### src/rtl/eth_decap.sv
// Receive side of the TLP-over-UDP tunnel: checks and strips the 48B
// Eth+IPv4+UDP+tcap header, then writes the payload beats into the TLP FIFO.
module eth_decap #(
   parameter logic [47:0] eth_addr = 48'h00_11_22_33_44_55,
   parameter logic [31:0] ip_addr  = {8'd192, 8'd168, 8'd11, 8'd1},
   parameter logic [15:0] udp_port = 16'h3776,
   parameter logic [2:0]  tcap_ver = 3'b001
) (
   input  logic        clk156,
   input  logic        sys_rst_n,
   input  logic        s_axis_tvalid,
   output logic        s_axis_tready,
   input  logic [63:0] s_axis_tdata,
   input  logic [7:0]  s_axis_tkeep,
   input  logic        s_axis_tlast,
   input  logic        s_axis_tuser,
   output logic        wr_en,
   output logic [73:0] din,
   input  logic        full,
   output logic [31:0] rx_pkt_cnt,
   output logic [31:0] drop_cnt,
   output logic [31:0] seq_gap_cnt,
   output logic [39:0] last_ts
);

   typedef enum logic [1:0] {
      RX_HDR,
      RX_DATA,
      RX_DROP
   } state_t;

   state_t      state;
   logic [2:0]  beat;
   logic        match;
   logic        rdy_en;
   logic        seq_valid;
   logic        xfer;
   logic        field_ok;
   logic        match_nx;
   logic [47:0] dst;
   logic [39:0] ts;

   // Wire byte k sits at tdata[8k+7:8k]; fields are big-endian on the wire.
   assign dst = {s_axis_tdata[7:0],   s_axis_tdata[15:8],
                 s_axis_tdata[23:16], s_axis_tdata[31:24],
                 s_axis_tdata[39:32], s_axis_tdata[47:40]};

   assign ts = {s_axis_tdata[31:24], s_axis_tdata[39:32],
                s_axis_tdata[47:40], s_axis_tdata[55:48],
                s_axis_tdata[63:56]};

   always_comb begin
      field_ok = 1'b1;
      unique case (beat)
         3'd0: field_ok = (dst == eth_addr) ||
                          (dst == 48'hFF_FF_FF_FF_FF_FF);
         3'd1: field_ok = (s_axis_tdata[39:32] == 8'h08) &&
                          (s_axis_tdata[47:40] == 8'h00) &&
                          (s_axis_tdata[55:48] == 8'h45);
         3'd2: field_ok = (s_axis_tdata[63:56] == 8'd17);
         3'd3: field_ok = ({s_axis_tdata[55:48], s_axis_tdata[63:56]}
                           == ip_addr[31:16]);
         3'd4: field_ok = ({s_axis_tdata[7:0], s_axis_tdata[15:8]}
                           == ip_addr[15:0]) &&
                          ({s_axis_tdata[39:32], s_axis_tdata[47:40]}
                           == udp_port);
         3'd5: field_ok = (s_axis_tdata[23:21] == tcap_ver);
         default: field_ok = 1'b0;
      endcase
   end

   assign match_nx = match & field_ok & ~s_axis_tuser;

   // Held low for the first cycle out of reset; only payload waits on full.
   assign s_axis_tready = rdy_en & ((state == RX_DATA) ? ~full : 1'b1);
   assign xfer = s_axis_tvalid & s_axis_tready;

   always_ff @(posedge clk156 or negedge sys_rst_n) begin
      if (!sys_rst_n) begin
         state       <= RX_HDR;
         beat        <= 3'd0;
         match       <= 1'b1;
         rdy_en      <= 1'b0;
         seq_valid   <= 1'b0;
         wr_en       <= 1'b0;
         din         <= '0;
         rx_pkt_cnt  <= '0;
         drop_cnt    <= '0;
         seq_gap_cnt <= '0;
         last_ts     <= '0;
      end else begin
         rdy_en <= 1'b1;
         wr_en  <= 1'b0;
         unique case (state)
            RX_HDR: begin
               if (xfer) begin
                  if (s_axis_tlast) begin
                     drop_cnt <= drop_cnt + 32'd1;
                     beat     <= 3'd0;
                     match    <= 1'b1;
                  end else if (beat == 3'd5) begin
                     beat  <= 3'd0;
                     match <= 1'b1;
                     if (match_nx) begin
                        state      <= RX_DATA;
                        rx_pkt_cnt <= rx_pkt_cnt + 32'd1;
                        if (seq_valid && (ts != last_ts + 40'd1))
                           seq_gap_cnt <= seq_gap_cnt + 32'd1;
                        last_ts   <= ts;
                        seq_valid <= 1'b1;
                     end else begin
                        state    <= RX_DROP;
                        drop_cnt <= drop_cnt + 32'd1;
                     end
                  end else begin
                     beat  <= beat + 3'd1;
                     match <= match_nx;
                  end
               end
            end
            RX_DATA: begin
               if (xfer) begin
                  wr_en <= 1'b1;
                  din   <= {s_axis_tkeep, s_axis_tdata,
                            s_axis_tlast, s_axis_tuser};
                  if (s_axis_tlast)
                     state <= RX_HDR;
               end
            end
            RX_DROP: begin
               if (xfer && s_axis_tlast)
                  state <= RX_HDR;
            end
            default: state <= RX_HDR;
         endcase
      end
   end

endmodule

### config.mk
export PLATFORM = sky130hd
export DESIGN_NAME = eth_decap
export DESIGN_NICKNAME = d
export VERILOG_FILES = /design/src/rtl/eth_decap.sv
export SDC_FILE = /design/constraint.sdc
export NUM_CORES = 1
export LEC_CHECK = 0
export BUFFER_PORTS_ARGS = -buffer_cell sky130_fd_sc_hd__buf_2
export CELL_PAD_IN_SITES_DETAIL_PLACEMENT = 1
export CELL_PAD_IN_SITES_GLOBAL_PLACEMENT = 2
export CORE_ASPECT_RATIO = 0.6
export CORE_MARGIN = 5
export CORE_UTILIZATION = 30
export DETAILED_ROUTE_END_ITERATION = 8
export GPL_TIMING_DRIVEN = 0
export PLACE_DENSITY_LB_ADDON = 0.1
export SKIP_CTS_REPAIR_TIMING = 1
export SKIP_LAST_GASP = 1
export SYNTH_ARGS = -nofsm -noshare
export SYNTH_HDL_FRONTEND = slang
export SYNTH_SLANG_ARGS = --single-unit
export TNS_END_PERCENT = 50
### constraint.sdc
create_clock -name clk156 -period 3.14 [get_ports clk156]
set_input_delay 0.314 -clock clk156 [delete_from_list [all_inputs] [get_ports clk156]]
set_output_delay 0.314 -clock clk156 [all_outputs]
set_load 0.1 [all_outputs]
* Word-level counts from Yosys, hierarchy flattened *
Cells that the tools add are included.

storage, ports and cells
  register bits = 219

cells by class
  $add $sub $neg = 5
  equal/unequal tests = 24
  multiplexer cells = 19
  bitwise logic cells = 7
  reductions and logical operators = 16

operator list
  cell                                                   count
  adder 32 x 1 -> 32 bit, second input constant          3
  two-way mux 32 bit                                     3
  equality test 48 x 37 -> 1 bit, second input constant  1
  equality test 48 bit, second input constant            1
  adder 40 x 1 -> 40 bit, second input constant          1
  != test 40 bit                                         1
  equality test 16 x 12 -> 1 bit, second input constant  1
  equality test 16 x 14 -> 1 bit, second input constant  1
  equality test 16 bit, second input constant            1
  two-way mux 2 bit                                      7
  != test 2 bit, second input constant                   7
  AND reduction 6 bit                                    2
  equality test 8 x 4 -> 1 bit, second input constant    1
  equality test 8 x 5 -> 1 bit, second input constant    1
  equality test 8 x 7 -> 1 bit, second input constant    1
  logical NOT 8 bit                                      1
  equality test 3 x 1 -> 1 bit, second input constant    2
  equality test 3 x 2 -> 1 bit, second input constant    2
  equality test 3 bit, second input constant             2
  two-way mux 3 bit                                      2
  one-hot mux 1 bit (6 select lines)                     1
  one-hot mux 2 bit (3 select lines)                     1
  logical AND 1 bit                                      5
  two-way mux 1 bit                                      5
  other kinds (12)                                       18

* Longest topological paths before layout *
  depth in word-level cells = 11
  gate-level depth with buffers = 12

* Worst setup path before layout *
OpenSTA, ideal clock, no wires.

  path type = register -> register
  start = register state[0]
  end = register din[43]
  library setup time = 0.120 ns
  arrival time = 4.025 ns
  required time = 3.020 ns
  slack = -1.004 ns
  cell stages (with the launch flop) = 8
  buffers on the path = 2
  period minus slack after synthesis = 4.144 ns
  path through = dfrtp_1 -> nor2b_1 -> a21boi_0 -> nand3_1 -> clkbuf_1 -> buf_1 -> nand2_1 -> nand2_1

on the way
  word-level cells in the longest chain between the ends = 5

RTL lines
  what                                  line  source
  start, declared                       32    state_t state;
  start signal, assigned                80    state <= RX_HDR;
  start signal, assigned                105   state <= RX_DATA;
  start signal, assigned                112   state <= RX_DROP;
  equality test 2 x 1 -> 1 bit          75    assign s_axis_tready = rdy_en & ((state == RX_DATA) ? ~full : 1'b1);
  two-way mux 1 bit                     75
  bitwise AND 1 bit                     75
  named net s_axis_tready               12    output logic s_axis_tready,
  bitwise AND 1 bit                     76    assign xfer = s_axis_tvalid & s_axis_tready;
  AND reduction 2 bit (no source line)  -
  end signal, assigned                  124   din <= {s_axis_tkeep, s_axis_tdata,
  end, declared                         18    output logic [73:0] din,

The timed path passes the listed nets, and every way through them passes these cells.
A chain may end at the register's enable or synchronous reset.

* Worst setup path in the final report *
  start = register last_ts[14]
  end = register seq_gap_cnt[1]

on the way
  word-level cells in the longest chain between the ends = 4

RTL lines
  what                                  line  source
  start, declared                       23    output logic [39:0] last_ts
  start signal, assigned                109   last_ts <= ts;
  adder 40 x 1 -> 40 bit                107   if (seq_valid && (ts != last_ts + 40'd1))
  != test 40 bit                        107
  logical AND 1 bit                     107
  AND reduction 6 bit (no source line)  -
  end signal, assigned                  108   seq_gap_cnt <= seq_gap_cnt + 32'd1;
  end, declared                         22    output logic [31:0] seq_gap_cnt,

Every way passes these cells.

==> metrics.txt <==
Seq pwr share=0.314; Setup crit start kind=register; max_cap viols=0; Net Sw Frac=0.514; combinational share of power=0.430; GRT Util Overall=0.197; Worst EP required=3.58 ns; top cell type by total area after synthesis=dfrtp_1; fin nets=between 1500 and 2000; Synth Instances=1170; GPL Wtd Cong=0.812; final WL=44800 µm; fraction of the mapped netlist area in simple logic gates=0.250; crit path time final=3.22 ns; CTS Sinks=219; Starting DRT DRC Count=615; first-pass GRT wire length=66300 µm; Filler Cells Inserted=4352; crit end category=register; worst hold margin=-0.00291 ns; outcome=finished with violations; RSZ-0062 raised after global routing=yes; post-synthesis mux area share=0.0426; worst min-delay path class=input port to register; Max Root-Sink Buffers=3; clock power share=0.255; final antenna-violating net count=0; Ys Warns=0; failing checks=hold timing, setup timing; post-synthesis compound-gate area fraction=0.0889; Post-Synth XOR/XNOR Area=0.109; clk root buf=clkbuf_16; period utilization=1.02; dominant cells by area after synthesis=dfrtp_1 47%, nand2_1 9.5%, xor2_1 6.4%; Die H=162 µm; hold path depth=3; kind of critical path=register to register; full die area=42600 µm²; Final Slew Violations=0; sequential area share after synthesis=0.475; port buffer count=about 290; vias in the first global route=10400; Worst IR Drop VDD=~0.85 mV; Fin Setup TNS=-0.396 ns; synthesized area per cell=9.86 µm²; CTS buffer count=26; Synth Register Bits=219; area grow syn2layout=35.2%; number of flops mapped to enable cells by yosys=0; CTS H-tree lvls=1; Worst Hold End=din[20]; FP Rows=55; crit path from=last_ts[14]; depth of the worst register-to-register path=12; Vias/cell=4.93; Main synth FF type=dfrtp_1; main combinational cell family by area after synthesis=simple AND/OR/NAND/NOR gates; Arrival @ worst endpoint=3.65 ns; # DRC=0; Vias=between 10000 and 15000; setup slack, reg-to-reg=-0.08 ns; dpl hpwl=33800 µm; Async S/R FF share, synth=1.00; relative slew slack=0.282; Worst Tran Pin Value=approximately 1.1 ns; Synth Area in Adders=0.00542; RR Endpoint=seq_gap_cnt[1]; final worst slack=-0.0760 ns; Mapped Nets=1253; switching pwr=5.92 mW; mapped cell area=around 12000 µm²; antenna violations before repair=4; HP Start=s_axis_tdata[18]; IO Count=290; CP Max Fanout=6; TritonCTS clock tree=done; final setup fails=16; Core Region=37800 µm²; DR WL/cell=21.5 µm; Pleak=between 7 and 8 nW; Max Clock Freq=311 MHz; Pint=~5.6 mW; Cell Pwr Density=740 nW/µm²; count of final hold-check violations=3; worst skew pair latency=0.57 ns; largest net degree at the start of global routing=83; Setup Skew=0.0184 ns; clock-pin slew on the worst setup and hold paths=0.06 ns; layout cell share with drive strength beyond 1=0.346; r2r startpoint=last_ts[14]; Die Wd=263 µm; Distinct cells, synth=slightly above 70; total congestion overflow=0; Synth top area share=0.473; Initial Util=0.305; First-pass DRT Iterations=5
-- cell usage in the layout, fill, tap and decap left out, drive strengths merged, types with 4 or more instances in the layout --
master       netlist  routed
or3                6       6
nor2              43      43
o211ai             4       4
nand4             34      34
inv               32      33
a2111oi           25      25
a211oi            13      13
o21ai             12      12
ha                 5       5
dlygate4sd3        0      12
nor2b              8       8
a21oi              5       5
or4                6       6
nand3             58      58
nor3              34      34
o31ai              5       5
and4               9       9
nor3b              7       7
nor4b              9       9
clkbuf            19      61
and3              20      20
xnor2             60      60
or2                6       6
and2               9       9
dfrtp            218     218
clkinv             0       7
xor2              84      84
mux2              41      41
a31oi              6       6
buf               24     358
nor4              34      34
nand2            292     292
-- stage by stage --
| stage | util | std cells | area, µm² | total power [mW] | setup slack, ns |
|---|---|---|---|---|---|
| floorplan | - | 1170 | 11800 | 7.65 | -0.160 |
| global placement | 0.365 | 1970 | 13800 | 8.60 | -3.54 |
| detailed placement | 0.367 | 1972 | 13900 | 8.64 | -1.33 |
| CTS | 0.389 | 2018 | 14700 | 11.7 | -0.746 |
| global route | 0.412 | 2081 | 15600 | 12.0 | -0.153 |
| finish | 0.412 | 2082 | 15600 | 11.5 | -0.0760 |
-- cells by family (layout without fill, tap and decap cells) --
kind of cell | after synthesis | count (layout)
AOI/OAI and AO/OA | 93 | 93
xor gates and xnor gates | 144 | 144
adders and majority gates | 5 | 5
buffers and inverters | 75 | 472
DFF | 219 | 219
muxes | 44 | 44
other | 1 | 3
and+or+nand+nor | 589 | 589
-- metal layers --
metal | vias to the layer above | track usage | wire, µm
li1 | 4846 | - | -
met1 | 5159 | 0.312 | 23000
met2 | 212 | 0.283 | 18900
met3 | 46 | 0.0385 | 2200
met4 | 4 | 0.0302 | 684
met5 | - | 0 | 17
-- critical path, stage by stage (launching register included) --
cell and delay, ns:
dfrtp_4 0.44, nand4_1 0.16, buf_6 0.17, or4_4 0.54
nor3_4 0.24, xnor2_1 0.14, o211ai_1 0.11, buf_4 0.17
a2111oi_4 0.38, buf_6 0.22, buf_12 0.14, a21oi_4 0.06
mux2_4 0.29
-- state kept, by name (all words and copies together) (netlist names) --
| register | count |
|---|---|
| din | 74 |
| last_ts | 40 |
| drop_cnt | 32 |
| rx_pkt_cnt | 32 |
| seq_gap_cnt | 32 |
| beat | 3 |
| state | 2 |
| match | 1 |
| rdy_en | 1 |
| seq_valid | 1 |
| wr_en | 1 |
-- worst max-delay path by stage --
stage | end | slack [ns]
finish | seq_gap_cnt[1] | -0.08
global route | seq_gap_cnt[1] | -0.15
CTS | seq_gap_cnt[1] | -0.75
detailed placement | rx_pkt_cnt[14] | -1.33
global placement | last_ts[20] | -3.54
floorplan | seq_gap_cnt[1] | -0.16
-- cell usage after synthesis (6+ instances only) --
library cell / instances
nor3_1: 34
o21ai_0: 12
a2111oi_4: 16
and3_1: 20
a211oi_1: 13
buf_1: 9
nor4_1: 32
or3_1: 6
nand4_1: 32
clkbuf_1: 18
xor2_1: 84
nor4b_1: 9
a31oi_1: 6
buf_2: 10
and2_1: 9
inv_1: 31
and4_1: 9
nor3b_1: 7
mux2_2: 39
nand2_1: 292
a2111oi_1: 6
nor2b_1: 8
nor2_1: 42
xnor2_1: 60
nand3_1: 58
dfrtp_1: 218
-- area by class of cell --
cell class                 instances  area, µm²  area share
clock inverter                     9       78.8     0.00506
antenna                            2       5.00    0.000321
inverter                          32        120     0.00771
buffer                            39        277      0.0177
clock buffer                      37        742      0.0476
multi-input combinational        876       6030       0.387
timing repair buffer             355       2120       0.136
sequential                       219       5570       0.358
tap                              513        642      0.0412
-- power groups by stage --
| stage | Clock (mW) | Sequential, mW | Combinational (mW) |
|---|---|---|---|
| 6_report | 2.94 | 3.62 | 4.96 |
| 5_1_grt | 3.17 | 3.69 | 5.15 |
| 4_1_cts | 3.05 | 3.62 | 4.99 |
| 3_5_place_dp | 0 | 3.66 | 4.99 |
| 3_3_place_gp | 0 | 3.65 | 4.95 |
| 2_1_floorplan | 0 | 7.12 | 0.526 |
Note: power is estimated with default switching activity, not from simulation.
